--- src/rtl/uart_tx_mmio.sv ---
// Memory-mapped UART transmitter. It snoops the core write bus, queues bytes
// stored to the TX data register and sends them as 8N1 frames, LSB first.
module uart_tx_mmio #(
   parameter logic [31:0] pAddr   = 32'h0000_1000,
   parameter int unsigned pClkDiv = 217,
   parameter int unsigned pFifoAw = 4
) (
   input  logic        iwClk,
   input  logic        iwnRst,
   input  logic [31:0] iwWriteAddr,
   input  logic [31:0] iwWriteData,
   input  logic [3:0]  iwWstrb,
   output logic        owTx,
   output logic        owBusy,
   output logic        owFull,
   output logic        owOverflow
);

   localparam int unsigned lpDepth = 2 ** pFifoAw;
   localparam int unsigned lpCntW  = $clog2(pClkDiv);
   localparam logic [lpCntW-1:0]  lpCntMax = lpCntW'(pClkDiv - 1);
   localparam logic [pFifoAw:0]   lpFull   = (pFifoAw + 1)'(lpDepth);

   typedef enum logic [1:0] {StIdle, StStart, StData, StStop} state_e;

   // FIFO storage and bookkeeping
   logic [7:0]         r_mem [lpDepth];
   logic [pFifoAw-1:0] r_wptr;
   logic [pFifoAw-1:0] r_rptr;
   logic [pFifoAw:0]   r_count;
   logic               r_overflow;

   // Transmit FSM state
   state_e             r_state;
   state_e             w_state_next;
   logic [lpCntW-1:0]  r_bitcnt;
   logic [lpCntW-1:0]  w_bitcnt_next;
   logic [2:0]         r_bitidx;
   logic [2:0]         w_bitidx_next;
   logic [7:0]         r_shift;
   logic [7:0]         w_shift_next;
   logic               r_tx;
   logic               w_tx_next;

   logic w_push_req;
   logic w_push;
   logic w_pop;
   logic w_full;
   logic w_empty;
   logic w_bit_end;
   logic w_unused;

   // Only lane 0 and the word address matter; the rest is deliberately ignored.
   assign w_unused = ^{iwWriteData[31:8], iwWstrb[3:1], iwWriteAddr[1:0]};

   assign w_push_req = (iwWriteAddr[31:2] == pAddr[31:2]) && iwWstrb[0];
   assign w_full     = (r_count == lpFull);
   assign w_empty    = (r_count == '0);
   // Fullness uses the pre-edge count, so a pop on the same edge cannot save a push.
   assign w_push     = w_push_req && !w_full;
   assign w_bit_end  = (r_bitcnt == lpCntMax);

   // FIFO data array; no reset needed since occupancy is tracked by r_count.
   always_ff @(posedge iwClk) begin
      if (w_push) begin
         r_mem[r_wptr] <= iwWriteData[7:0];
      end
   end

   // FIFO pointers, occupancy count and sticky overflow flag.
   always_ff @(posedge iwClk or negedge iwnRst) begin
      if (!iwnRst) begin
         r_wptr     <= '0;
         r_rptr     <= '0;
         r_count    <= '0;
         r_overflow <= 1'b0;
      end else begin
         if (w_push) begin
            r_wptr <= r_wptr + 1'b1;
         end
         if (w_pop) begin
            r_rptr <= r_rptr + 1'b1;
         end
         unique case ({w_push, w_pop})
            2'b10:   r_count <= r_count + 1'b1;
            2'b01:   r_count <= r_count - 1'b1;
            default: r_count <= r_count;
         endcase
         if (w_push_req && w_full) begin
            r_overflow <= 1'b1;
         end
      end
   end

   // Transmit FSM registers; owTx comes straight from r_tx.
   always_ff @(posedge iwClk or negedge iwnRst) begin
      if (!iwnRst) begin
         r_state  <= StIdle;
         r_bitcnt <= '0;
         r_bitidx <= '0;
         r_shift  <= '0;
         r_tx     <= 1'b1;
      end else begin
         r_state  <= w_state_next;
         r_bitcnt <= w_bitcnt_next;
         r_bitidx <= w_bitidx_next;
         r_shift  <= w_shift_next;
         r_tx     <= w_tx_next;
      end
   end

   // Next-state logic: the line level for the coming cycle is decided here.
   always_comb begin
      w_state_next  = r_state;
      w_bitcnt_next = r_bitcnt;
      w_bitidx_next = r_bitidx;
      w_shift_next  = r_shift;
      w_tx_next     = r_tx;
      w_pop         = 1'b0;
      unique case (r_state)
         StIdle: begin
            w_tx_next = 1'b1;
            if (!w_empty) begin
               w_pop         = 1'b1;
               w_shift_next  = r_mem[r_rptr];
               w_bitcnt_next = '0;
               w_state_next  = StStart;
               w_tx_next     = 1'b0;
            end
         end
         StStart: begin
            if (w_bit_end) begin
               w_bitcnt_next = '0;
               w_bitidx_next = '0;
               w_state_next  = StData;
               w_tx_next     = r_shift[0];
            end else begin
               w_bitcnt_next = r_bitcnt + 1'b1;
            end
         end
         StData: begin
            if (w_bit_end) begin
               w_bitcnt_next = '0;
               if (r_bitidx == 3'd7) begin
                  w_state_next = StStop;
                  w_tx_next    = 1'b1;
               end else begin
                  w_shift_next  = {1'b0, r_shift[7:1]};
                  w_tx_next     = r_shift[1];
                  w_bitidx_next = r_bitidx + 1'b1;
               end
            end else begin
               w_bitcnt_next = r_bitcnt + 1'b1;
            end
         end
         StStop: begin
            if (w_bit_end) begin
               w_bitcnt_next = '0;
               // Chain straight into the next start bit when more data is queued.
               if (!w_empty) begin
                  w_pop        = 1'b1;
                  w_shift_next = r_mem[r_rptr];
                  w_state_next = StStart;
                  w_tx_next    = 1'b0;
               end else begin
                  w_state_next = StIdle;
                  w_tx_next    = 1'b1;
               end
            end else begin
               w_bitcnt_next = r_bitcnt + 1'b1;
            end
         end
         default: begin
            w_state_next = StIdle;
            w_tx_next    = 1'b1;
         end
      endcase
   end

   assign owTx       = r_tx;
   assign owBusy     = (r_state != StIdle) || !w_empty;
   assign owFull     = w_full;
   assign owOverflow = r_overflow;

endmodule

--- config.mk ---
export PLATFORM = sky130hd
export DESIGN_NAME = uart_tx_mmio
export DESIGN_NICKNAME = d
export VERILOG_FILES = /design/src/rtl/uart_tx_mmio.sv
export SDC_FILE = /design/constraint.sdc
export NUM_CORES = 1
export LEC_CHECK = 0
export CAP_MARGIN = 20
export CELL_PAD_IN_SITES_DETAIL_PLACEMENT = 1
export CELL_PAD_IN_SITES_GLOBAL_PLACEMENT = 1
export CORE_UTILIZATION = 43
export DETAILED_ROUTE_END_ITERATION = 7
export HOLD_SLACK_MARGIN = 0.08
export PLACE_DENSITY = 0.79
export REMOVE_ABC_BUFFERS = 1
export SLEW_MARGIN = 20
export SYNTH_ARGS = -nofsm -noshare
export SYNTH_HDL_FRONTEND = slang
export SYNTH_SLANG_ARGS = --single-unit
--- constraint.sdc ---
create_clock -name iwClk -period 2.8 [get_ports iwClk]
set_input_delay 0.42 -clock iwClk [delete_from_list [all_inputs] [get_ports iwClk]]
set_output_delay 0.42 -clock iwClk [all_outputs]
set_load 0.03 [all_outputs]
# [Word level (Yosys, flattened, before mapping)]
# Memory sizes are Yosys's and may differ from the RTL's.
# Index checks and enable logic that the tools add are counted.
[totals] output_inout_bits=4 input_bits=70 wordCells=79 reg_bits=36 mem_bits_rw=128 mem_count=1
[mem_list] memory="r_mem" depth=16 width=8 read_ports=1 rd_clocked_by_memory_dff=0 wr=1 line="27" rtl="logic [7:0] r_mem [lpDepth];"
[classes] eq_ne=15 mux=31 n_reduce_logical=17 addsub=6
[ops] cell="$mux W8" count=6
[ops] cell="$eq A30 B11 Y1 const B" count=1
[ops] cell="$pmux W8 S3" count=1
[ops] cell="$pmux W8 S2" count=1
[ops] cell="$ne A2 B2 Y1 const B" count=6
[ops] cell="$mux W1" count=10
[ops] cell="$mux W2" count=5
[ops] cell="$pmux W5 S2" count=1
[ops] cell="$mux W3" count=3
[ops] cell="$add A4 B1 Y4 const B" count=2
[ops] cell="$add A8 B1 Y8 const B" count=1
[ops] cell="$eq A8 B8 Y1 const B" count=1
[ops] cell="$pmux W2 S4" count=1
[ops] cell="$reduce_and A4 Y1" count=2
[ops] cell="$eq A2 B2 Y1 const B" count=3
[ops] cell="$pmux W3 S2" count=1
[ops] cell="$reduce_bool A2 Y1" count=3
[ops] cell="$add A5 B1 Y5 const B" count=1
[ops] cell="$eq A5 B5 Y1 const B" count=1
[ops] cell="$logic_not A5 Y1" count=1
[ops] cell="$reduce_and A5 Y1" count=1
[ops] cell="$sub A5 B1 Y5 const B" count=1
[ops] cell="$eq A2 B1 Y1 const B" count=2
[ops] cell="$pmux W1 S4" count=1
[ops] cell="other kinds (10)" count=13

# [Depth between registers and ports, before layout]
[depth] ltp_word=6 ltp_mapped=14 depth_no_buf=13

# [Worst setup path after synthesis]
# Ideal clock, no wire load.
[synth_path] path_kind="register to register" from="register r_count[1]" to="register r_count[4]" arrival_time_ps=2869 slack_ps=-149 path_buffers=2 stages_incl_launch_ff=14 path_cell_list="dfrtp_1 > buf_6 > or4_4 > nor2_4 > nor3_4 > inv_1 > ha_1 > clkbuf_1 > xor2_1 > ha_1 > a31oi_1 > or2_2 > a21oi_1 > xnor2_1"
[synth_rtl] item="from (decl)" line="30" rtl="logic [pFifoAw:0] r_count;"
[synth_rtl] item="from (signal assigned)" line="85" rtl="2'b10: r_count <= r_count + 1'b1;"
[synth_rtl] item="from (signal assigned)" line="86" rtl="2'b01: r_count <= r_count - 1'b1;"
[synth_rtl] item="from (signal assigned)" line="87" rtl="default: r_count <= r_count;"
[synth_rtl] item="$eq A5 B5 Y1 *" line="57" rtl="assign w_full = (r_count == lpFull);"
[synth_rtl] item="net owFull" line="15" rtl="output logic owFull,"
[synth_rtl] item="$logic_not A1 Y1 *" line="60" rtl="assign w_push = w_push_req && !w_full;"
[synth_rtl] item="$logic_and A1 B1 Y1 *" line="60"
[synth_rtl] item="$eq A2 B1 Y1 or $eq A2 B2 Y1 (tied branches)" line="84" rtl="unique case ({w_push, w_pop})"
[synth_rtl] item="$pmux W5 S2 or $reduce_bool A2 Y1 (tied branches)"
# Mark *: on every way through the listed nets, which the timed path passes. The rest lies on a longest branch.
# A chain may end at the register's enable or synchronous reset.

# [Worst setup path in the final report]
[layout_path] from="register r_count[1]" to="output port owFull"
[layout_via] elab_chain_len=1
[layout_rtl] item="$eq A5 B5 Y1" line="57"
[layout_rtl] item="to (decl)" line="15"
# No other way between the ends.

==> run_summary.xml <==
<?xml version="1.0" encoding="UTF-8"?>
<metrics>
  <group name="route">
    <metric name="post_drt_via_cell_ratio" unit="">5.56</metric>
    <metric name="post-route-drc-count" unit="">0</metric>
    <metric name="wirelength" unit="µm">16500</metric>
    <metric name="antenna_left" unit="">0</metric>
    <metric name="route.vias.total" unit="">4112</metric>
    <metric name="wl_per_cell" unit="µm">22.3</metric>
    <metric name="detailed_routing_iteration_count_for_the_pre_antenna_repair_pass" unit="">4</metric>
    <metric name="drtIter0Drc" unit="">292</metric>
  </group>
  <group name="layout">
    <metric name="instances_no_fill" unit="">740</metric>
    <metric name="drive_gt1_share" unit="%">20.4</metric>
    <metric name="num_antenna_cells" unit="">0</metric>
    <metric name="area_delta_synth_final" unit="%">21.9</metric>
    <metric name="num-nets-final" unit="">599</metric>
    <metric name="num-fill-cells" unit="">1548</metric>
    <metric name="final_area" unit="mm²">0.00863</metric>
  </group>
  <group name="timing">
    <metric name="worst_pin_slew" unit="ns">0.897</metric>
    <metric name="final-max-slew-violation-count" unit="">0</metric>
    <metric name="post-route-period-util" unit="%">96.7</metric>
    <metric name="final_setup_violation_count" unit="">0</metric>
    <metric name="report.final.hold_viol_count" unit="">0</metric>
    <metric name="rsz0062_at_grt" unit="">false</metric>
    <metric name="timing.final.crit_period" unit="ns">2.71</metric>
    <metric name="max_slew_margin" unit="%">40.2</metric>
    <metric name="skew" unit="ns">0.0133</metric>
    <metric name="achievable-frequency" unit="MHz">369</metric>
  </group>
  <group name="global_route">
    <metric name="groute.layer.met3.usage" unit="%">4.76</metric>
    <metric name="global_route.usage.met1" unit="%">25.3</metric>
    <metric name="vias_in_the_first_global_route" unit="">4534</metric>
    <metric name="grt_met2_usage" unit="%">37.4</metric>
    <metric name="gr-total-overflow" unit="">0</metric>
    <metric name="number_of_antenna_violations_at_the_first_check_in_global_routing" unit="">0</metric>
    <metric name="first_pass_grt_wire_length" unit="µm">25600</metric>
    <metric name="grt_start_max_net_pins" unit="">37</metric>
    <metric name="grt_busiest_layer" unit="">met2</metric>
    <metric name="gr-usage-all-layers" unit="%">21.3</metric>
  </group>
  <group name="cts">
    <metric name="cts_made_buffers" unit="">17</metric>
    <metric name="cts_tree" unit="">done</metric>
    <metric name="clockBufferDepth" unit="">2</metric>
    <metric name="clock_sinks" unit="">164</metric>
    <metric name="clk_pin_slew" unit="ns">0.07</metric>
    <metric name="cts_max_level" unit="">4</metric>
    <metric name="ctsRootBufferMaster" unit="">sky130_fd_sc_hd__clkbuf_16</metric>
    <metric name="insertion_delay" unit="ns">0.43</metric>
  </group>
  <group name="synthesis">
    <metric name="yosysWarnings" unit="">0</metric>
    <metric name="synth-main-ff-cell" unit="">sky130_fd_sc_hd__edfxtp_1</metric>
    <metric name="synthDistinctLibCells" unit="">51</metric>
    <metric name="synth-seq-area-share" unit="%">67.0</metric>
    <metric name="post_syn_area_per_cell" unit="µm²">16.3</metric>
    <metric name="syn-cell-area" unit="mm²">0.00708</metric>
    <metric name="mapped_cells" unit="">435</metric>
    <metric name="synth_seq_cells" unit="">164</metric>
    <metric name="synth_enable_flop_cells" unit="">128</metric>
    <metric name="ys_async_sr_fraction" unit="%">22.0</metric>
  </group>
  <group name="placed_design">
    <metric name="postPlaceCellArea" unit="mm²">0.00801</metric>
    <metric name="hpwlAfterDp" unit="µm">11000</metric>
    <metric name="place.port_buffers" unit="">44</metric>
    <metric name="gpl.final_weighted_congestion" unit="">0.759</metric>
    <metric name="placed_cells_incl_taps" unit="">707</metric>
  </group>
  <group name="critical_path">
    <metric name="crit_path_start" unit="">r_count[1]</metric>
    <metric name="gate_family_responsible_for_the_most_delay_along_the_worst_path" unit="">simple AND/OR/NAND/NOR gates</metric>
    <metric name="worstPathMaxFanout" unit="">3</metric>
    <metric name="critPathSlowestCell" unit="">sky130_fd_sc_hd__clkdlybuf4s50_1</metric>
    <metric name="timing.critical_path.from_type" unit="">flop</metric>
    <metric name="cp-end-kind" unit="">output port</metric>
    <metric name="timing.critical_path.depth" unit="">3</metric>
    <metric name="timing.rr.end" unit="">r_count[4]</metric>
    <metric name="worstReg2RegStart" unit="">r_count[1]</metric>
    <metric name="path_cells" unit="">or4_4, nor2_4, clkdlybuf4s50_1</metric>
    <metric name="rrSetupSlack" unit="ns">0.13</metric>
    <metric name="critical-path-max-stage-delay" unit="ns">0.71</metric>
    <metric name="crit_required" unit="ns">2.38</metric>
    <metric name="setup.worst_path.class" unit="">reg2out</metric>
    <metric name="crit_arrival" unit="ns">2.29</metric>
    <metric name="crit_buf_inv" unit="">1</metric>
    <metric name="r2r.worst_path.cells" unit="">10</metric>
  </group>
  <group name="pwr">
    <metric name="vdd_drop_max" unit="µV">555</metric>
    <metric name="power_per_cell_area" unit="mW/mm²">586</metric>
    <metric name="leakage" unit="nW">3.07</metric>
  </group>
  <group name="floorplanning">
    <metric name="dieWidth" unit="µm">130</metric>
    <metric name="die_h" unit="µm">130</metric>
    <metric name="core_area" unit="mm²">0.0160</metric>
    <metric name="die_footprint" unit="mm²">0.0170</metric>
    <metric name="num_rows" unit="">46</metric>
    <metric name="effective_utilization_at_floorplan" unit="%">44.3</metric>
    <metric name="io_pins" unit="">74</metric>
  </group>
  <group name="hold_path">
    <metric name="worst_hold_class" unit="">in2async</metric>
  </group>
  <group name="status">
    <metric name="run_status" unit="">completed</metric>
  </group>
  <group name="run">
    <metric name="maxCapViolCount" unit="">0</metric>
  </group>
</metrics>
## worst register-to-register path, delay by kind of cell (launching register included)
family | cells | cell delay, ns
flip-flops | 1 | 0.40
XOR/XNOR | 2 | 0.29
AND/OR/NAND/NOR | 2 | 0.68
AO/OA/AOI/OAI | 4 | 0.79
adder cells (fa/ha/maj) | 2 | 0.44
## synth_stat cells, drive strengths merged, types with 9 or more instances
cell type	instances	area (µm²)
dfrtp	35	876
edfxtp	128	3840
inv	14	52.6
mux4	32	751
buf	13	96.3
a22oi	17	128
and2	9	56.3
a21oi	27	135
nor2	24	97.6
o21ai	20	100
ha	18	225
nand2	17	63.8
## routing by layer
layer	vias to the layer above	wire length, µm
met2	97	8890
met5	-	0
met4	0	314
li1	1853	-
met3	24	633
met1	2138	6630
## stage by stage
stage               setup TNS (ns)  power [mW]  hold slack, ns  worst slack (ns)  util [%]
detailed placement          -0.801        2.78           0.459            -0.353      50.1
global placement            -0.393        2.77           0.444            -0.239      50.1
global route                     0        5.18           0.173           0.00202      54.0
floorplan                  -0.0178        2.68           0.124           -0.0178         -
finish                           0        5.06           0.119            0.0926      54.0
CTS                              0        5.09           0.131            0.0597      53.8
## flip-flops by register name, indices dropped and copies added (netlist names)
signal / count
r_mem: 128
r_bitcnt: 8
r_shift: 8
r_count: 5
r_rptr: 4
r_wptr: 4
r_bitidx: 3
r_state: 2
owOverflow: 1
owTx: 1
## logic make-up after synthesis
kind of cell / after synthesis / synth area share (%)
and+or+nand+nor: 92 / 7.19
muxes: 37 / 11.5
xor gates and xnor gates: 13 / 1.61
buffers and inverters: 32 / 2.37
adders and majority gates: 18 / 3.18
DFF: 164 / 67.0
AOI/OAI and AO/OA: 79 / 7.17
## worst max path at each step
stage                      end  slack, ns
floorplan           r_count[4]      -0.02
detailed placement  r_count[4]      -0.35
finish                  owFull       0.09
CTS                     owFull       0.06
global placement    r_count[4]      -0.24
global route        r_count[4]      0.002
## power breakdown
part	internal (mW)	switching, mW
clock	1.27	1.05
sequential	2.63	0.0000000101
combinational	0.0500	0.0514
## repair_timing
action,in CTS,in global routing
setup buffers,0,1
hold endpoints to repair,0,0
hold buffers,0,0
pin swaps,0,1
endpoints found under the setup margin,1,1
gates resized for setup,2,3
## layout make-up
cell class | count | area [µm²] | share of cell area (%)
Clock buffer | 18 | 429 | 4.97
Timing Repair Buffer | 74 | 772 | 8.94
Multi-Input combinational cell | 239 | 2190 | 25.4
Sequential cell | 164 | 4750 | 55.0
Clock inverter | 14 | 164 | 1.90
Tap cell | 216 | 270 | 3.13
Inverter | 15 | 56.3 | 0.652
## cells in the final DEF, fill, tap and decap left out, types with 4 or more instances in the layout
master	instances
sky130_fd_sc_hd__inv_1	14
sky130_fd_sc_hd__clkdlybuf4s50_1	42
sky130_fd_sc_hd__a21oi_1	27
sky130_fd_sc_hd__xnor2_1	7
sky130_fd_sc_hd__buf_4	21
sky130_fd_sc_hd__nand4_1	5
sky130_fd_sc_hd__nand2_1	17
sky130_fd_sc_hd__nor2_1	23
sky130_fd_sc_hd__mux4_1	8
sky130_fd_sc_hd__inv_6	6
sky130_fd_sc_hd__mux4_2	24
sky130_fd_sc_hd__nor4_1	5
sky130_fd_sc_hd__edfxtp_1	128
sky130_fd_sc_hd__and2_1	9
sky130_fd_sc_hd__nand3_1	4
sky130_fd_sc_hd__o21ai_0	20
sky130_fd_sc_hd__buf_12	9
sky130_fd_sc_hd__clkbuf_16	17
sky130_fd_sc_hd__a22oi_1	17
sky130_fd_sc_hd__and3_1	4
sky130_fd_sc_hd__ha_1	18
sky130_fd_sc_hd__nand3b_1	4
sky130_fd_sc_hd__dfrtp_1	34
sky130_fd_sc_hd__xor2_1	6
Power figures use the tool's default switching activity.
